[config.mk]
export PLATFORM = sky130hd
export DESIGN_NAME = instruction_fetch
export DESIGN_NICKNAME = d
export VERILOG_FILES = /design/src/rtl/rf_pkg.sv /design/src/rtl/fetch_skid_buf.sv /design/src/rtl/instruction_fetch.sv
export SDC_FILE = /design/constraint.sdc
export NUM_CORES = 1
export LEC_CHECK = 0
export ABC_AREA = 0
export BUFFER_PORTS_ARGS = -buffer_cell sky130_fd_sc_hd__buf_2
export CAP_MARGIN = 25
export CORE_UTILIZATION = 50
export DETAILED_ROUTE_END_ITERATION = 8
export PLACE_DENSITY = 0.72
export REMOVE_ABC_BUFFERS = 1
export SKIP_LAST_GASP = 1
export SLEW_MARGIN = 10
export SYNTH_ARGS = -nofsm -noshare
export SYNTH_HDL_FRONTEND = slang
export SYNTH_SLANG_ARGS = --single-unit
[constraint.sdc]
create_clock -name CLK -period 4.89 [get_ports CLK]
set_input_delay 0.489 -clock CLK [delete_from_list [all_inputs] [get_ports CLK]]
set_output_delay 0.489 -clock CLK [all_outputs]
set_load 0.01 [all_outputs]
[src/rtl/rf_pkg.sv]
// Shared constants and FSM state type for the instruction fetch stage.
package rf_pkg;

    localparam logic [31:0] RF_NOP_WORD = 32'h0000_0000;
    localparam logic [31:0] RF_RESET_PC = 32'h0000_0000;
    localparam int unsigned RF_OPCODE_W = 7;

    typedef enum logic {
        ST_FETCH = 1'b0,
        ST_DRAIN = 1'b1
    } fetch_state_t;

endpackage

[src/rtl/fetch_skid_buf.sv]
// One-entry holding register for an instruction word that returns while the
// decoder is stalled. Load wins over unload so both may happen together.
module fetch_skid_buf #(
    parameter int unsigned ADDR_W = 32
) (
    input  logic              clk,
    input  logic              rst_n,
    input  logic              load,
    input  logic              unload,
    input  logic              flush,
    input  logic [31:0]       in_instr,
    input  logic [ADDR_W-1:0] in_pc1,
    output logic [31:0]       instr,
    output logic [ADDR_W-1:0] pc1,
    output logic              valid
);

    always_ff @(posedge clk or negedge rst_n) begin
        if (!rst_n) begin
            instr <= '0;
            pc1   <= '0;
            valid <= 1'b0;
        end else if (flush) begin
            valid <= 1'b0;
        end else if (load) begin
            instr <= in_instr;
            pc1   <= in_pc1;
            valid <= 1'b1;
        end else if (unload) begin
            valid <= 1'b0;
        end
    end

endmodule

[src/rtl/instruction_fetch.sv]
// Fetch stage: owns the PC, issues word requests over req/ack and presents
// one instruction at a time to the decoder, with redirect flush handling.
module instruction_fetch
    import rf_pkg::*;
#(
    parameter int unsigned        ADDR_W   = 32,
    parameter logic [ADDR_W-1:0]  RESET_PC = ADDR_W'(RF_RESET_PC),
    parameter logic [31:0]        NOP_WORD = RF_NOP_WORD
) (
    input  logic              CLK,
    input  logic              RESET,
    output logic              IMEM_REQ,
    output logic [ADDR_W-1:0] IMEM_ADDR,
    input  logic              IMEM_ACK,
    input  logic [31:0]       IMEM_DATA,
    input  logic              STALL,
    input  logic              REDIRECT,
    input  logic [ADDR_W-1:0] REDIRECT_PC,
    output logic [31:0]       IR_instruction,
    output logic              IR_VALID,
    output logic [ADDR_W-1:0] IR_PC1
);

    fetch_state_t      state;
    logic [ADDR_W-1:0] pc;
    logic [ADDR_W-1:0] pc_inc;
    logic              acked;
    logic              ir_take;
    logic              raise;
    logic              skid_load;
    logic              skid_unload;
    logic              skid_valid;
    logic [31:0]       skid_instr;
    logic [ADDR_W-1:0] skid_pc1;

    always_comb begin
        acked       = IMEM_REQ && IMEM_ACK;
        pc_inc      = pc + ADDR_W'(1);
        ir_take     = !IR_VALID || !STALL;
        skid_unload = !REDIRECT && IR_VALID && !STALL && skid_valid;
        skid_load   = !REDIRECT && (state == ST_FETCH) && acked
                      && IR_VALID && (STALL || skid_valid);
        // A new request is issued only when its word is guaranteed a home.
        raise       = (state == ST_FETCH) && (!IMEM_REQ || IMEM_ACK)
                      && !skid_valid && ir_take;
    end

    fetch_skid_buf #(
        .ADDR_W (ADDR_W)
    ) u_skid (
        .clk      (CLK),
        .rst_n    (RESET),
        .load     (skid_load),
        .unload   (skid_unload),
        .flush    (REDIRECT),
        .in_instr (IMEM_DATA),
        .in_pc1   (pc_inc),
        .instr    (skid_instr),
        .pc1      (skid_pc1),
        .valid    (skid_valid)
    );

    always_ff @(posedge CLK or negedge RESET) begin
        if (!RESET) begin
            state          <= ST_FETCH;
            pc             <= RESET_PC;
            IMEM_REQ       <= 1'b0;
            IMEM_ADDR      <= RESET_PC;
            IR_instruction <= NOP_WORD;
            IR_VALID       <= 1'b0;
            IR_PC1         <= '0;
        end else if (REDIRECT) begin
            pc             <= REDIRECT_PC;
            IR_instruction <= NOP_WORD;
            IR_VALID       <= 1'b0;
            if (state == ST_DRAIN) begin
                if (acked) begin
                    state    <= ST_FETCH;
                    IMEM_REQ <= 1'b0;
                end
            end else if (IMEM_REQ && !IMEM_ACK) begin
                // Request cannot be withdrawn; wait out the stale ack.
                state <= ST_DRAIN;
            end else begin
                IMEM_REQ  <= 1'b1;
                IMEM_ADDR <= REDIRECT_PC;
            end
        end else if (state == ST_DRAIN) begin
            if (acked) begin
                state    <= ST_FETCH;
                IMEM_REQ <= 1'b0;
            end
        end else begin
            if (acked) begin
                pc <= pc_inc;
            end
            if (ir_take) begin
                if (IR_VALID && skid_valid) begin
                    IR_instruction <= skid_instr;
                    IR_PC1         <= skid_pc1;
                    IR_VALID       <= 1'b1;
                end else if (acked) begin
                    IR_instruction <= IMEM_DATA;
                    IR_PC1         <= pc_inc;
                    IR_VALID       <= 1'b1;
                end else begin
                    IR_instruction <= NOP_WORD;
                    IR_VALID       <= 1'b0;
                end
            end
            if (raise) begin
                IMEM_REQ  <= 1'b1;
                IMEM_ADDR <= acked ? pc_inc : pc;
            end else if (acked) begin
                IMEM_REQ <= 1'b0;
            end
        end
    end

endmodule

## After elaboration in Yosys (flattened, before gate mapping)

Cells that the tools add are included.

- Add/subtract/negate cells: 1
- Equality and inequality tests: 3
- Mux-type cells: 34
- Reduce and logical (&&, ||, !) cells: 30
- Bitwise operators: 2

Operators by type and width:

| operator | count |
|---|---|
| $mux 32 | 15 |
| $add 32x1->32 const B | 1 |
| $mux 1 | 19 |
| $logic_and 1x1->1 | 13 |
| $logic_not 1->1 | 6 |
| $reduce_bool 2->1 | 3 |
| $ne 2x2->1 const B | 2 |
| $reduce_and 2->1 | 2 |
| $reduce_and 4->1 | 1 |
| $logic_or 1x1->1 | 3 |
| $ne 3x3->1 const B | 1 |
| $reduce_and 3->1 | 1 |
| $reduce_bool 3->1 | 1 |
| $not 1->1 | 2 |

- Flip-flop bits (word level): 196
- Input port bits: 69
- Output and inout bits: 98

## Logic depth before layout (Yosys ltp)

Gate-level depths: netlist of run 1.

- Word-level depth: 8
- Depth in mapped cells: 8
- Gate-level depth less buffers: 6

## Hierarchy

From an unflattened synthesis of run 1, not the netlist that was laid out.

- Cell total of the unflattened synthesis: 977
- Area, all modules: 10176.0 µm²

By module, submodules not included:

| module | area each (µm²) | sequential area each (µm²) | times used | cells an instance |
|---|---|---|---|---|
| instruction_fetch | 7434.6 | 3278.1 | 1 | 837 |
| fetch_skid_buf | 2741.4 | 1626.6 | 1 | 140 |

## Worst setup path after synthesis of run 1

No wires, ideal clock.

- Path type: register to register
- Start: register pc[1]
- End: register IR_PC1[20]
- Buffers on the path: 1
- Required time: 4826 ps
- Arrival: 1980 ps
- Setup slack: 2846 ps
- Stages on the path, launching flop included: 8
- Cells stage by stage: dfrtp_1 > ha_1 > nand4_2 > or3_1 > clkbuf_1 > or3_1 > a31oi_1 > a21o_1

- Longest elaborated chain between the ends: 3

RTL lines:

| element | line | RTL |
|---|---|---|
| start: declaration | instruction_fetch.sv:25 | `logic [ADDR_W-1:0] pc;` |
| start signal: assignment | instruction_fetch.sv:95 | `pc <= pc_inc;` |
| $add 32x1->32 | instruction_fetch.sv:38 | `pc_inc = pc + ADDR_W'(1);` |
| $mux 32 | instruction_fetch.sv:102 | `end else if (acked) begin` |
| $mux 32 | instruction_fetch.sv:98 | `if (IR_VALID && skid_valid) begin` |
| end signal: assignment | instruction_fetch.sv:100 | `IR_PC1 <= skid_pc1;` |
| end signal: assignment | instruction_fetch.sv:104 | `IR_PC1 <= pc_inc;` |
| end: declaration | instruction_fetch.sv:21 | `output logic [ADDR_W-1:0] IR_PC1` |

No other way between the ends. The select of a mux whose other input is x is not followed.
A chain may end at the register's enable or synchronous reset.

## Worst setup path in the final report of run 1

- Start: register IMEM_REQ
- End: register u_skid.instr[0]

- Longest elaborated chain between the ends: 5

RTL lines:

| element | line | RTL |
|---|---|---|
| start: declaration | instruction_fetch.sv:12 | `output logic IMEM_REQ,` |
| start signal: assignment | instruction_fetch.sv:67 | `IMEM_REQ <= 1'b0;` |
| start signal: assignment | instruction_fetch.sv:79 | `IMEM_REQ <= 1'b0;` |
| start signal: assignment | instruction_fetch.sv:85 | `IMEM_REQ <= 1'b1;` |
| $logic_and 1x1->1 | instruction_fetch.sv:37 | `acked = IMEM_REQ && IMEM_ACK;` |
| $logic_and 1x1->1 | instruction_fetch.sv:41 | `skid_load = !REDIRECT && (state == ST_FETCH) && acked` |
| $logic_and 1x1->1 (2 in series) | instruction_fetch.sv:42 | `&& IR_VALID && (STALL \|\| skid_valid);` |
| $reduce_and 2->1 (no line) | -- |  |
| end signal: assignment | fetch_skid_buf.sv:26 | `instr <= in_instr;` |
| end: declaration | fetch_skid_buf.sv:13 | `output logic [31:0] instr,` |

No other way between the ends.

==> run summary, run 1 <==
Starting density of the core: 0.515
Clock skew: 10.3 ps
Diodes inserted: 0
Seq cells post-synth: 196
Core Util, Final: 0.596
Fraction of layout cells with a size suffix above 1: 0.248
I/O pin cnt: 167
Synth Warn #: 0
Most common cell in the netlist: dfrtp_1
Most used DFF post-synth: dfrtp_1
Synth Area per Inst: 9.93 um^2
RSZ-0062 raised after global routing: false
Worst hold path class: input port to asynchronous set/reset pin
Number of global-route vias before repair: 7428
Post-synth EDFFs: 0
First-iteration detailed-routing DRC count: 581
Total GRT Usage: 0.250
Status: complete, no violations
TritonCTS clock tree: done
Relative slew slack: 0.329
Vias per Instance: 5.61
Fin Hold WS: 101 ps
Wl on met1: 11.2 mm
Netlist Area Pre-Place: 0.00973 mm^2
Final worst setup slack: 2210 ps
VDD IR max: 0.306 mV
Largest net degree at the start of global routing: 112
Reg clk slew, reported paths: 80 ps
Max Slew Vio Count: 0
Commonest cells post-synth: dfrtp_1 (196), nand2_1 (109), o21ai_0 (100)
DRC: 0
Setup crit end kind: flip-flop
Hold buffer count at CTS: 0
Die ar.: 0.0200 mm^2
Post-synth ARST share: 1.00
Post-synthesis sequential area ratio: 0.504
Met2 WL: 11.1 mm
Required time of the worst setup path: 5210 ps
Met3 Wirelength: 1.35 mm
Max Fclk: 373 MHz
Post-synth top area share: 0.504
Max H-tree Level: 4
Synth cell types: 59
Die Y: 141 um
PD cells: 477 mW/mm^2
Dpl hpwl: 16.2 mm
Die X: 141 um
WP data arrival: 3000 ps
Count of final hold-check violations: 0
Drt pass-1 iters: 5
Lkg Pwr: 0.00502 uW
Routed Antenna Nets: 0
WL/cell: 17.6 um
Clock latency on the worst-skew pair: 430 ps
Total number of vias: 7679
Quantity of gates resized following cts: 0
CTS buffer count: 17
Fin nets: 1165
Initial antenna violation count: 0
Synth top area cells: dfrtp_1 (50%), mux2_2 (5.3%), o21ai_0 (5.1%)
Root Buffer Master: clkbuf_16
CTS max path bufs: 2
Crit-path max FO: 91
Top sig layer: met4
CP Class: flip-flop to flip-flop
GP Congestion: 0.953
# port buffers: 166
CTS sink count: 196
P&R area growth vs syn: 15.7%
Tmin final: 2680 ps
# rows: 50
R2R Setup Slk: 2210 ps
Max cap viols: 0
Buffer count from post-CTS setup fixing: 0
Tcrit/Tclk final: 0.549
Pre-CTS WS: 2110 ps
First-pass GRT wire length: 39.1 mm
Cell count after synthesis: 980
Most area-hungry cell type in the Yosys netlist: dfrtp_1
Startpoint types: flip-flop
Routed WL: 24.1 mm
Setup violators final: 0
Measured slew at the worst slew-check pin: 1010 ps
Core ar.: 0.0189 mm^2
Total grt overflow: 0
==> cells by family after synthesis <==
logic type / Yosys count / share of synthesized area
buffers and inverters: 89 / 0.0400
xor gates and xnor gates: 78 / 0.0702
and+or+nand+nor: 308 / 0.156
muxes: 92 / 0.101
DFF: 196 / 0.504
AOI/OAI and AO/OA: 216 / 0.127
adders and majority gates: 1 / 0.00129
==> state kept, by name (all words and copies together) (netlist names), 32 cells and up <==
name	count
u_skid.pc1	32
u_skid.instr	32
IR_instruction	32
IMEM_ADDR	32
IR_PC1	32
pc	32
==> critical path: stages (launching register included) <==
cell	delay, ps
dfrtp_1	480
nand2_1	470
nor4_4	340
buf_4	830
mux2_2	430
==> final cells by class <==
cell class                      count  area (um^2)
Fill cell                        1684         7630
Sequential cell                   196         4900
Multi-Input combinational cell    695         4450
Timing Repair Buffer              177          935
Clock buffer                       18          439
Tap cell                          260          325
Clock inverter                     14          178
Inverter                            8         30.0
==> where the power goes <==
part           switching (uW)  internal [uW]  total, uW
clock                     642            824       1470
combinational             795            609       1400
sequential                356           2140       2500
==> per-layer routing <==
layer,global-route usage,up-vias
met3,0.0456,30
met4,0.0798,0
li1,-,3675
met5,0,-
met2,0.386,279
met1,0.359,3695
==> cells in the final DEF (no fill, tap or decap), types with 3 or more instances in the layout <==
| cell type | count |
|---|---|
| a22oi_1 | 11 |
| nor2_1 | 69 |
| nand2b_1 | 5 |
| mux2i_1 | 44 |
| and4_1 | 3 |
| xor2_1 | 50 |
| bufinv_16 | 3 |
| a21boi_0 | 4 |
| a31o_2 | 3 |
| o31ai_1 | 4 |
| o211ai_1 | 3 |
| o31a_1 | 3 |
| dfrtp_1 | 196 |
| buf_2 | 165 |
| nor4_1 | 14 |
| nor3_1 | 18 |
| nand2_1 | 109 |
| a21oi_1 | 58 |
| nand4_1 | 28 |
| clkinvlp_4 | 6 |
| clkbuf_16 | 17 |
| o221ai_1 | 7 |
| mux2_2 | 46 |
| a31oi_1 | 5 |
| buf_4 | 10 |
| a21o_1 | 5 |
| or3_1 | 4 |
| and3_1 | 11 |
| xnor2_1 | 28 |
| inv_1 | 7 |
| nand3_1 | 27 |
| o21ai_0 | 100 |
==> final timing paths <==
check                                               start                        endpoint  depth (start not counted)
max                                  IMEM_REQ$_DFFE_PN0P_     u_skid.instr[0]$_DFFE_PN0P_                          4
min                                                 RESET  IR_instruction[26]$_DFFE_PN0P_                          1
max reg2reg                          IMEM_REQ$_DFFE_PN0P_     u_skid.instr[0]$_DFFE_PN0P_                          4
min reg2reg                IR_instruction[16]$_DFFE_PN0P_  IR_instruction[16]$_DFFE_PN0P_                          2
max in group asynchronous                           RESET              pc[25]$_DFFE_PN0P_                          2
min in group CLK                          REDIRECT_PC[24]              pc[24]$_DFFE_PN0P_                          3
==> metrics by stage <==
stage                     total power [uW]  cell area [um^2]  instances  TNS, ps
after floorplan                       3280              9370        899   -48700
after global placement                3880             10600       1336        0
after detailed placement              3940             10600       1336        0
after CTS                             5410             11300       1368        0
after global routing                  5690             11300       1368        0
final                                 5370             11300       1368        0
No activity file was read; power rests on OpenSTA's default activity.
==> run 2, diff against run 1 <==
- ABC_AREA: 0 -> 1
- clock period: 4.89 -> 2.5 ns (I/O delays scaled with it)
==> run 2 against run 1 <==
  * Setup slack got worse by 1600 ps
  * Critical path depth rose by 1
  * Non-clock buffer count rose by 14
  * Largest power group unchanged
==> run summary, run 2 <==
Status: complete, no violations
Synth cell types: 33
Worst hold path class: input port to flip-flop
PD cells: 982 mW/mm^2
Inst Count DP: 1599
Relative slew slack: 0.488
Switching share of power: 0.376
Synth top area cells: dfrtp_1 (51%), nand2_1 (17%), o21ai_0 (6.3%)
# rows: 50
Dpl hpwl: 17.0 mm
Drt pass-1 iters: 5
Commonest cells post-synth: nand2_1 (433), dfrtp_1 (196), o21ai_0 (121)
Pre-CTS WS: 614 ps
Die Y: 141 um
Synth Warn #: 0
Clk pwr share: 0.254
First-pass GRT wire length: 41.2 mm
Number of global-route vias before repair: 8188
WP data arrival: 2230 ps
CTS buffer count: 17
Buffer count from post-CTS setup fixing: 0
Routed WL: 24.8 mm
DRC: 0
Logic pwr share: 0.294
R2R cell count: 5
Cell-internal power: 6940 uW
VDD IR max: 0.509 mV
I/O pin cnt: 167
Synth Area per Inst: 7.74 um^2
Setup violators final: 0
Total number of vias: 8662
Seq cells post-synth: 196
Cell count after synthesis: 1244
Vias per Instance: 5.31
Switch Pwr: 4170 uW
Tmin final: 1910 ps
Sequential power share: 0.452
Commonest cells after routing, fill and taps aside: nand2_1 (431), dfrtp_1 (196), buf_2 (165), o21ai_0 (121), inv_1 (100)
Max Fclk: 523 MHz
Lkg Pwr: 0.00582 uW
First-iteration detailed-routing DRC count: 631
Commonest non-fill, non-tap cell in the layout: nand2_1
CTS sink count: 196
Reg2Reg Launch Point: IR_VALID$_DFFE_PN0P_
Largest net degree at the start of global routing: 85
Clock skew: 11.0 ps
Die X: 141 um
Fraction of layout cells with a size suffix above 1: 0.187
Most used DFF post-synth: dfrtp_1
CP Class: flip-flop to flip-flop
Post-synthesis sequential area ratio: 0.509
Fin cells: 1632
Core ar.: 0.0188 mm^2
Total GRT Usage: 0.261
Post-synth top area share: 0.509
TritonCTS clock tree: done
Initial antenna violation count: 0
Worst Hold Launch: IMEM_DATA[27]
Die ar.: 0.0198 mm^2
Max H-tree Level: 4
Quantity of gates resized following cts: 0
Core Util, Final: 0.603
P&R area growth vs syn: 17.5%
CTS max path bufs: 2
Count of final hold-check violations: 0
# port buffers: 166
Reg clk slew, reported paths: 80 ps
Post-synth ARST share: 1.00
Starting density of the core: 0.513
GP Congestion: 0.950
Diodes inserted: 0
Most area-hungry cell type in the Yosys netlist: dfrtp_1
Required time of the worst setup path: 2820 ps
RSZ-0062 raised after global routing: false
Startpoint types: flip-flop
Routed Antenna Nets: 0
Post-synth EDFFs: 0
WL/cell: 15.2 um
Crit-path max FO: 24
Max cap viols: 0
Crit path from: IR_VALID$_DFFE_PN0P_
Fin nets: 1455
Root Buffer Master: clkbuf_16
Hold depth: 3
Final worst setup slack: 588 ps
Tcrit/Tclk final: 0.765
Total grt overflow: 0
Most common cell in the netlist: nand2_1
Netlist Area Pre-Place: 0.00963 mm^2
Max Slew Vio Count: 0
Setup crit end kind: flip-flop
Measured slew at the worst slew-check pin: 769 ps
Clock latency on the worst-skew pair: 440 ps
==> run 2: worst max-delay path: stages (launching register included) <==
cell      delay, ps
dfrtp_1         430
nand2_2         140
clkinv_1        540
buf_4           420
a21oi_1         170
a21oi_1          80
==> run 2: worst paths after layout <==
kind | end | slack, ps
worst max-delay path | IR_PC1[28]$_DFFE_PN0P_ | 590
worst min-delay path | u_skid.instr[27]$_DFFE_PN0P_ | 70
worst max register to register | IR_PC1[28]$_DFFE_PN0P_ | 590
worst min register to register | IMEM_ADDR[17]$_DFFE_PN0P_ | 470
max in group asynchronous | IR_instruction[20]$_DFFE_PN0P_ | 1340
min in group asynchronous | IR_instruction[6]$_DFFE_PN0P_ | 410
==> run 2: layer usage <==
layer	up-vias	part of all wire	track usage
met5	-	0	0
li1	4289	-	-
met4	0	0.022	0.0898
met2	329	0.45	0.396
met3	39	0.056	0.0404
met1	4005	0.47	0.382
==> run 2: logic make-up after synthesis <==
group / after synthesis / share of synthesized area
xor+xnor: 15 / 0.0175
compound gates: 268 / 0.148
fa+ha+maj: 1 / 0.00130
buf+inv: 172 / 0.0720
flops: 196 / 0.509
simple gates: 592 / 0.252
==> run 2: final cells by class <==
cell class / count / area (um^2)
fillers: 1718 / 7450
flip-flops and latches: 196 / 4900
multi-input cells: 876 / 4050
repair buffers: 191 / 1070
clock buffers: 17 / 425
inverters: 103 / 387
well taps: 234 / 293
clock inverters: 15 / 191
==> run 2: through the flow <==
stage               total power (uW)  setup TNS (ps)  hold slack, ps  area [um^2]
floorplan                       6890         -146980           -45.6         9330
global placement                8220               0             339        10700
detailed placement              8320               0             335        10700
CTS                            11200               0            57.5        11300
global route                   11800               0            74.7        11300
finish                         11100               0            68.1        11300
==> run 2: power by group through the flow <==
stage	combinational, uW	clock (uW)	sequential [uW]
3_5_place_dp	3260	0	5050
6_report	3270	2820	5020
4_1_cts	3290	2870	5010
3_3_place_gp	3190	0	5030
5_1_grt	3710	2980	5150
2_1_floorplan	1750	0	5140
==> run 2: repair_timing <==
action | in CTS | in global routing
hold endpoints to repair | 70 | 0
setup endpoints to repair | 0 | 0
hold buffers | 1 | 0
